[config.mk]
export PLATFORM = sky130hd
export DESIGN_NAME = gate_deadtime
export DESIGN_NICKNAME = d
export VERILOG_FILES = /design/src/rtl/gate_deadtime_pkg.sv /design/src/rtl/gate_phase.sv /design/src/rtl/gate_deadtime.sv
export SDC_FILE = /design/constraint.sdc
export NUM_CORES = 1
export LEC_CHECK = 0
export CORE_UTILIZATION = 25
export DETAILED_ROUTE_END_ITERATION = 10
export HOLD_SLACK_MARGIN = 0.1
export PLACE_DENSITY = 0.4
export SETUP_SLACK_MARGIN = 0.05
export SYNTH_ARGS = -nofsm -noshare
export SYNTH_HDL_FRONTEND = slang
export SYNTH_SLANG_ARGS = --single-unit
[constraint.sdc]
create_clock -name HCLK -period 5.1 [get_ports HCLK]
set_clock_uncertainty 0.05 [all_clocks]
set_input_delay 1.02 -clock HCLK [delete_from_list [all_inputs] [get_ports HCLK]]
set_output_delay 1.02 -clock HCLK [all_outputs]
set_load 0.02 [all_outputs]
[src/rtl/gate_deadtime_pkg.sv]
// Shared types for the gate dead-time block: per-phase FSM states, request
// encoding and the default dead-time width.
package gate_deadtime_pkg;

  localparam int unsigned DtWDefault = 8;

  typedef enum logic [1:0] {
    StIdle = 2'd0,
    StDt   = 2'd1,
    StHOn  = 2'd2,
    StLOn  = 2'd3
  } phase_state_e;

  typedef enum logic [1:0] {
    ReqNone    = 2'd0,
    ReqH       = 2'd1,
    ReqL       = 2'd2,
    ReqIllegal = 2'd3
  } req_e;

  // Decode one phase's registered high/low command pair.
  function automatic req_e decode_req(input logic vh, input logic vl);
    req_e r;
    case ({vh, vl})
      2'b10:   r = ReqH;
      2'b01:   r = ReqL;
      2'b11:   r = ReqIllegal;
      default: r = ReqNone;
    endcase
    return r;
  endfunction

  // ON state that corresponds to a legal side request.
  function automatic phase_state_e on_state(input req_e r);
    phase_state_e s;
    case (r)
      ReqH:    s = StHOn;
      ReqL:    s = StLOn;
      default: s = StIdle;
    endcase
    return s;
  endfunction

endpackage

[src/rtl/gate_phase.sv]
// One half-bridge phase: input register, request decode, dead-time counter
// and the IDLE/DT/H_ON/L_ON sequencer that guarantees break-before-make.
module gate_phase
  import gate_deadtime_pkg::*;
#(
  parameter int unsigned DT_W = DtWDefault
) (
  input  logic            HCLK,
  input  logic            HRESETn,
  input  logic            force_idle_i,
  input  logic            vh_i,
  input  logic            vl_i,
  input  logic [DT_W-1:0] dead_time_i,
  output logic            gh_o,
  output logic            gl_o,
  output logic            dt_active_o,
  output logic            illegal_o
);

  logic            vh_q, vl_q;
  req_e            req, req_eff;
  phase_state_e    state_q, state_d;
  req_e            tgt_q, tgt_d;
  logic [DT_W-1:0] cnt_q, cnt_d;
  logic [DT_W-1:0] reload;

  // Register the commands once before decode.
  always_ff @(posedge HCLK or negedge HRESETn) begin
    if (!HRESETn) begin
      vh_q <= 1'b0;
      vl_q <= 1'b0;
    end else begin
      vh_q <= vh_i;
      vl_q <= vl_i;
    end
  end

  // Decode; an illegal pair behaves as no request.
  always_comb begin
    req       = decode_req(vh_q, vl_q);
    req_eff   = (req == ReqIllegal) ? ReqNone : req;
    illegal_o = (req == ReqIllegal);
  end

  // A side swap always passes through DT; a zero dead time still costs one
  // cycle there so the counter never starts at zero and wraps.
  assign reload = (dead_time_i == '0) ? DT_W'(1) : dead_time_i;

  // Next-state logic for the phase sequencer and counter.
  always_comb begin
    state_d = state_q;
    cnt_d   = cnt_q;
    tgt_d   = tgt_q;
    if (force_idle_i) begin
      state_d = StIdle;
      cnt_d   = '0;
      tgt_d   = ReqNone;
    end else begin
      unique case (state_q)
        StIdle: begin
          if (req_eff != ReqNone) begin
            if (dead_time_i == '0) begin
              state_d = on_state(req_eff);
            end else begin
              state_d = StDt;
              cnt_d   = dead_time_i;
              tgt_d   = req_eff;
            end
          end
        end
        StDt: begin
          if (req_eff == ReqNone) begin
            state_d = StIdle;
          end else if (req_eff != tgt_q) begin
            cnt_d = reload;
            tgt_d = req_eff;
          end else if (cnt_q == DT_W'(1)) begin
            state_d = on_state(tgt_q);
            cnt_d   = '0;
          end else begin
            cnt_d = cnt_q - DT_W'(1);
          end
        end
        StHOn: begin
          if (req_eff == ReqL) begin
            state_d = StDt;
            cnt_d   = reload;
            tgt_d   = ReqL;
          end else if (req_eff != ReqH) begin
            state_d = StIdle;
          end
        end
        StLOn: begin
          if (req_eff == ReqH) begin
            state_d = StDt;
            cnt_d   = reload;
            tgt_d   = ReqH;
          end else if (req_eff != ReqL) begin
            state_d = StIdle;
          end
        end
        default: state_d = StIdle;
      endcase
    end
  end

  // State, counter and target registers; reset drops the gates at once.
  always_ff @(posedge HCLK or negedge HRESETn) begin
    if (!HRESETn) begin
      state_q <= StIdle;
      cnt_q   <= '0;
      tgt_q   <= ReqNone;
    end else begin
      state_q <= state_d;
      cnt_q   <= cnt_d;
      tgt_q   <= tgt_d;
    end
  end

  // Gate drives decode straight from the state register.
  always_comb begin
    gh_o        = (state_q == StHOn);
    gl_o        = (state_q == StLOn);
    dt_active_o = (state_q == StDt);
  end

endmodule

[src/rtl/gate_deadtime.sv]
// Three-phase gate driver with dead-time insertion, overcurrent shutdown and
// sticky shoot-through detection.
module gate_deadtime
  import gate_deadtime_pkg::*;
#(
  parameter int unsigned DT_W = DtWDefault
) (
  input  logic            HCLK,
  input  logic            HRESETn,
  input  logic            en,
  input  logic [2:0]      VH_in,
  input  logic [2:0]      VL_in,
  input  logic [DT_W-1:0] dead_time,
  input  logic            fault_n,
  input  logic            fault_clr,
  output logic [2:0]      GH,
  output logic [2:0]      GL,
  output logic            fault,
  output logic            shoot_thru,
  output logic [2:0]      dt_active
);

  logic       fault_meta_q, fault_s_q;
  logic       fault_q, fault_d;
  logic       shoot_q, shoot_d;
  logic       force_idle;
  logic [2:0] illegal;

  // Two-flop synchronizer for the asynchronous overcurrent input.
  always_ff @(posedge HCLK or negedge HRESETn) begin
    if (!HRESETn) begin
      fault_meta_q <= 1'b1;
      fault_s_q    <= 1'b1;
    end else begin
      fault_meta_q <= fault_n;
      fault_s_q    <= fault_meta_q;
    end
  end

  // Sticky flags: clear requests lose against a still-present cause.
  always_comb begin
    fault_d = fault_q;
    shoot_d = shoot_q;
    if (!fault_s_q) begin
      fault_d = 1'b1;
    end else if (fault_clr) begin
      fault_d = 1'b0;
    end
    if (|illegal) begin
      shoot_d = 1'b1;
    end else if (fault_clr) begin
      shoot_d = 1'b0;
    end
  end

  // Flag registers.
  always_ff @(posedge HCLK or negedge HRESETn) begin
    if (!HRESETn) begin
      fault_q <= 1'b0;
      shoot_q <= 1'b0;
    end else begin
      fault_q <= fault_d;
      shoot_q <= shoot_d;
    end
  end

  // The synchronized fault forces IDLE even before the sticky flag sets.
  assign force_idle = ~en | fault_q | ~fault_s_q;
  assign fault      = fault_q;
  assign shoot_thru = shoot_q;

  for (genvar p = 0; p < 3; p++) begin : g_phase
    gate_phase #(
      .DT_W(DT_W)
    ) u_phase (
      .HCLK        (HCLK),
      .HRESETn     (HRESETn),
      .force_idle_i(force_idle),
      .vh_i        (VH_in[p]),
      .vl_i        (VL_in[p]),
      .dead_time_i (dead_time),
      .gh_o        (GH[p]),
      .gl_o        (GL[p]),
      .dt_active_o (dt_active[p]),
      .illegal_o   (illegal[p])
    );
  end

endmodule

==> summary.json <==
{
  "clock_tree_from_tritoncts": {"value": "yes"},
  "crit_type": {"value": "in2reg"},
  "dpl_worst_slack": {"value": 1.707, "unit": "ns"},
  "area_growth": {"value": 15.75, "unit": "%"},
  "first_global_vias": {"value": 2867},
  "post-layout-total-power": {"value": 0.9095, "unit": "mW"},
  "wirelength": {"value": 9207, "unit": "um"},
  "vias_per_cell": {"value": 4.930},
  "drt_iter0_drc": {"value": 120},
  "place_area": {"value": 3734, "unit": "um2"},
  "cts_inserted_buffers": {"value": 5},
  "asyncSetResetFlopFracSynth": {"value": 100.0, "unit": "%"},
  "dieArea": {"value": 13940, "unit": "um2"},
  "share_of_the_synthesized_area_in_the_top_cell_type": {"value": 32.69, "unit": "%"},
  "cts.repair_timing.setup_buffer_count": {"value": 0},
  "peakVddDrop": {"value": 112.4, "unit": "uV"},
  "global_route.usage.total": {"value": 14.07, "unit": "%"},
  "synthesis.area_per_instance": {"value": 8.887, "unit": "um2"},
  "htree_levels": {"value": 2},
  "final_period_minus_worst_setup_slack": {"value": 3.107, "unit": "ns"},
  "core_area": {"value": 13190, "unit": "um2"},
  "grt_setup_unrepaired": {"value": "false"},
  "drv_cap": {"value": 0},
  "synth_edf_count": {"value": 0},
  "synth.ff_latch_count": {"value": 46},
  "post_route_cells_drive_above_1_share": {"value": 10.71, "unit": "%"},
  "initial_antenna_violation_count": {"value": 0},
  "most_used_flip_flop_cell_after_synthesis": {"value": "sky130_fd_sc_hd__dfrtp_1"},
  "final_nets": {"value": 428},
  "static-leakage-power": {"value": 1.652, "unit": "nW"},
  "clock_insertion_delay_worst_skew": {"value": 0.29, "unit": "ns"},
  "worstPathMaxFanout": {"value": 11},
  "grt.overflow.total": {"value": 0},
  "number_of_top_level_pins": {"value": 30},
  "arrival": {"value": 3.24, "unit": "ns"},
  "hold_viol_final": {"value": 0},
  "synth_seq_area_share": {"value": 34.25, "unit": "%"},
  "synth_top_cells_by_count": {"value": "44 x sky130_fd_sc_hd__dfrtp_1, 27 x sky130_fd_sc_hd__nor2_1, 26 x sky130_fd_sc_hd__o21ai_0, 25 x sky130_fd_sc_hd__nand2_1, 23 x sky130_fd_sc_hd__inv_1"},
  "setup_tns": {"value": 0, "unit": "ns"},
  "worstMarginPinSlew": {"value": 0.7769, "unit": "ns"},
  "grt_first_pass_wirelength": {"value": 15530, "unit": "um"},
  "gp_routability_congestion": {"value": 0.7877},
  "route.vias.total": {"value": 2800},
  "ff_latch_area": {"value": 1154, "unit": "um2"},
  "dp.final_hpwl": {"value": 6570, "unit": "um"},
  "postRouteAntennaNets": {"value": 0},
  "synthesis.instances": {"value": 379},
  "timing.fmax": {"value": 0.3219, "unit": "GHz"},
  "numPortBuffers": {"value": 29},
  "die_w": {"value": 118.1, "unit": "um"},
  "routed_wire_length_per_instance": {"value": 16.21, "unit": "um"},
  "num_antenna_cells": {"value": 0},
  "postSynthNetCount": {"value": 416},
  "synth_cell_types": {"value": 66},
  "yosys_warnings": {"value": 0},
  "mappedNetlistArea": {"value": 3368, "unit": "um2"},
  "worst-endpoint-required": {"value": 5.23, "unit": "ns"},
  "final.period_utilization": {"value": 60.92, "unit": "%"},
  "floorplan.initialDensity": {"value": 25.54, "unit": "%"},
  "clock_tree.buffer_depth": {"value": 2},
  "worstHoldPathType": {"value": "reg2reg"},
  "cts_hold_repair.buffers": {"value": 0},
  "postLayoutCellArea": {"value": 3899, "unit": "um2"},
  "fp-row-count": {"value": 42},
  "clock-sinks": {"value": 46},
  "footprint_of_the_multi_input_gates": {"value": 1973, "unit": "um2"},
  "root_buffer": {"value": "sky130_fd_sc_hd__clkbuf_16"},
  "grt_max_degree": {"value": 47},
  "drc": {"value": 0},
  "yosys.cell_count.top_type": {"value": "sky130_fd_sc_hd__dfrtp_1"},
  "hold_slack": {"value": 0.3065, "unit": "ns"},
  "setup-violations-final": {"value": 0},
  "timing_max_transition_violations_final": {"value": 0},
  "timing.critical_path.from_type": {"value": "input pin"},
  "p_per_area": {"value": 233.3, "unit": "nW/um2"},
  "fin_ws": {"value": 1.993, "unit": "ns"},
  "path_clk_slew": {"value": 0.07, "unit": "ns"},
  "n_fill_cell": {"value": 1413},
  "post-synth-top-area-cell": {"value": "sky130_fd_sc_hd__dfrtp_1"},
  "die-height": {"value": 118.1, "unit": "um"},
  "synth_top_cells_by_area": {"value": "sky130_fd_sc_hd__dfrtp_1 33%, sky130_fd_sc_hd__ha_1 6.7%, sky130_fd_sc_hd__o21ai_0 3.9%, sky130_fd_sc_hd__mux2i_1 3.3%, sky130_fd_sc_hd__nor2_1 3.0%"},
  "drt_pass1_iterations": {"value": 4},
  "postCtsResizedCells": {"value": 0},
  "timing.critical_path.to_type": {"value": "flop"},
  "slew-limit-headroom": {"value": 48.21, "unit": "%"},
  "run_status": {"value": "completed"}
}
-- logic make-up after synthesis --
group,Yosys count,synth area share (%)
AOI/OAI and AO/OA,110,22.51
xor gates and xnor gates,8,2.080
adders and majority gates,18,6.687
muxes,16,4.941
and+or+nand+nor,132,22.36
DFF,46,34.25
buffers and inverters,49,7.169
-- worst paths after layout --
| path | from | endpoint | slack, ns | cells past startpoint |
|---|---|---|---|---|
| worst max-delay path | dead_time[1] | g_phase[1].u_phase.tgt_q[1] | 1.99 | 6 |
| worst min-delay path | fault_meta_q | fault_s_q | 0.31 | 0 |
| worst max register to register | g_phase[0].u_phase.cnt_q[1] | g_phase[0].u_phase.state_q[0] | 2.86 | 7 |
| worst min register to register | fault_meta_q | fault_s_q | 0.31 | 0 |
| max in group asynchronous | HRESETn | g_phase[1].u_phase.state_q[0] | 3.78 | 2 |
| min in group asynchronous | HRESETn | g_phase[2].u_phase.cnt_q[5] | 0.79 | 2 |
-- area by class of cell --
class	instances	share of cell area (%)
clock buffer	5	3.209
clock inverter	3	1.027
multi-input combinational	284	50.61
inverter	23	2.214
sequential	46	29.59
timing repair buffer	31	7.702
tap	176	5.648
-- worst max-delay path: stages --
cell	delay, ns
sky130_fd_sc_hd__clkdlybuf4s50_1	0.58
sky130_fd_sc_hd__or4_4	0.67
sky130_fd_sc_hd__nor3_2	0.22
sky130_fd_sc_hd__o31a_2	0.30
sky130_fd_sc_hd__nor2_1	0.16
sky130_fd_sc_hd__a32o_1	0.28
-- registers in the layout, indices dropped and copies added, names as in the netlist, 3 cells and up --
| register | flops |
|---|---|
| g_phase.u_phase.state_q | 6 |
| g_phase.u_phase.vh_q | 3 |
| g_phase.u_phase.vl_q | 3 |
| g_phase.u_phase.cnt_q | 24 |
| g_phase.u_phase.tgt_q | 6 |
-- through the flow --
| step | instances | util (%) |
|---|---|---|
| final | 568 | 29.56 |
| after CTS | 568 | 29.56 |
| after detailed placement | 560 | 28.31 |
| after global placement | 560 | 28.31 |
| after floorplan | 379 | - |
| after global routing | 568 | 29.56 |
-- power breakdown --
group	internal [mW]	total [mW]	switching [mW]	leakage, nW
Sequential	0.376	0.388	0.0120	0.611
Clock	0.230	0.376	0.146	0.0836
Combinational	0.0640	0.146	0.0820	0.958
-- placed cells by master, fill, tap and decap left out, types with 3 or more instances in the layout --
master,count
sky130_fd_sc_hd__a21o_1,9
sky130_fd_sc_hd__a21oi_1,20
sky130_fd_sc_hd__a21oi_2,3
sky130_fd_sc_hd__a22o_1,7
sky130_fd_sc_hd__a31oi_1,3
sky130_fd_sc_hd__a32o_1,6
sky130_fd_sc_hd__and2_1,6
sky130_fd_sc_hd__and3_1,4
sky130_fd_sc_hd__clkbuf_16,5
sky130_fd_sc_hd__clkdlybuf4s50_1,28
sky130_fd_sc_hd__dfrtp_1,44
sky130_fd_sc_hd__ha_1,18
sky130_fd_sc_hd__inv_1,23
sky130_fd_sc_hd__mux2_2,3
sky130_fd_sc_hd__mux2i_1,11
sky130_fd_sc_hd__nand2_1,25
sky130_fd_sc_hd__nand2b_1,6
sky130_fd_sc_hd__nand3_1,5
sky130_fd_sc_hd__nor2_1,27
sky130_fd_sc_hd__nor2b_1,5
sky130_fd_sc_hd__nor3_1,11
sky130_fd_sc_hd__nor3b_1,4
sky130_fd_sc_hd__nor4_1,5
sky130_fd_sc_hd__nor4b_1,3
sky130_fd_sc_hd__o211ai_1,4
sky130_fd_sc_hd__o21ai_0,26
sky130_fd_sc_hd__o21ai_1,7
sky130_fd_sc_hd__o31ai_1,3
sky130_fd_sc_hd__or2_2,4
sky130_fd_sc_hd__or3_1,4
sky130_fd_sc_hd__or4_1,5
sky130_fd_sc_hd__xnor2_1,8
-- per-layer routing --
| metal | track usage [%] | routed length, um | vias up |
|---|---|---|---|
| met5 | 0 | 0 | - |
| met1 | 20.14 | 4643 | 1354 |
| met4 | 3.446 | 116 | 0 |
| met2 | 21.99 | 4136 | 49 |
| li1 | - | - | 1391 |
| met3 | 2.180 | 310 | 6 |
Note: power is estimated with default switching activity, not from simulation.
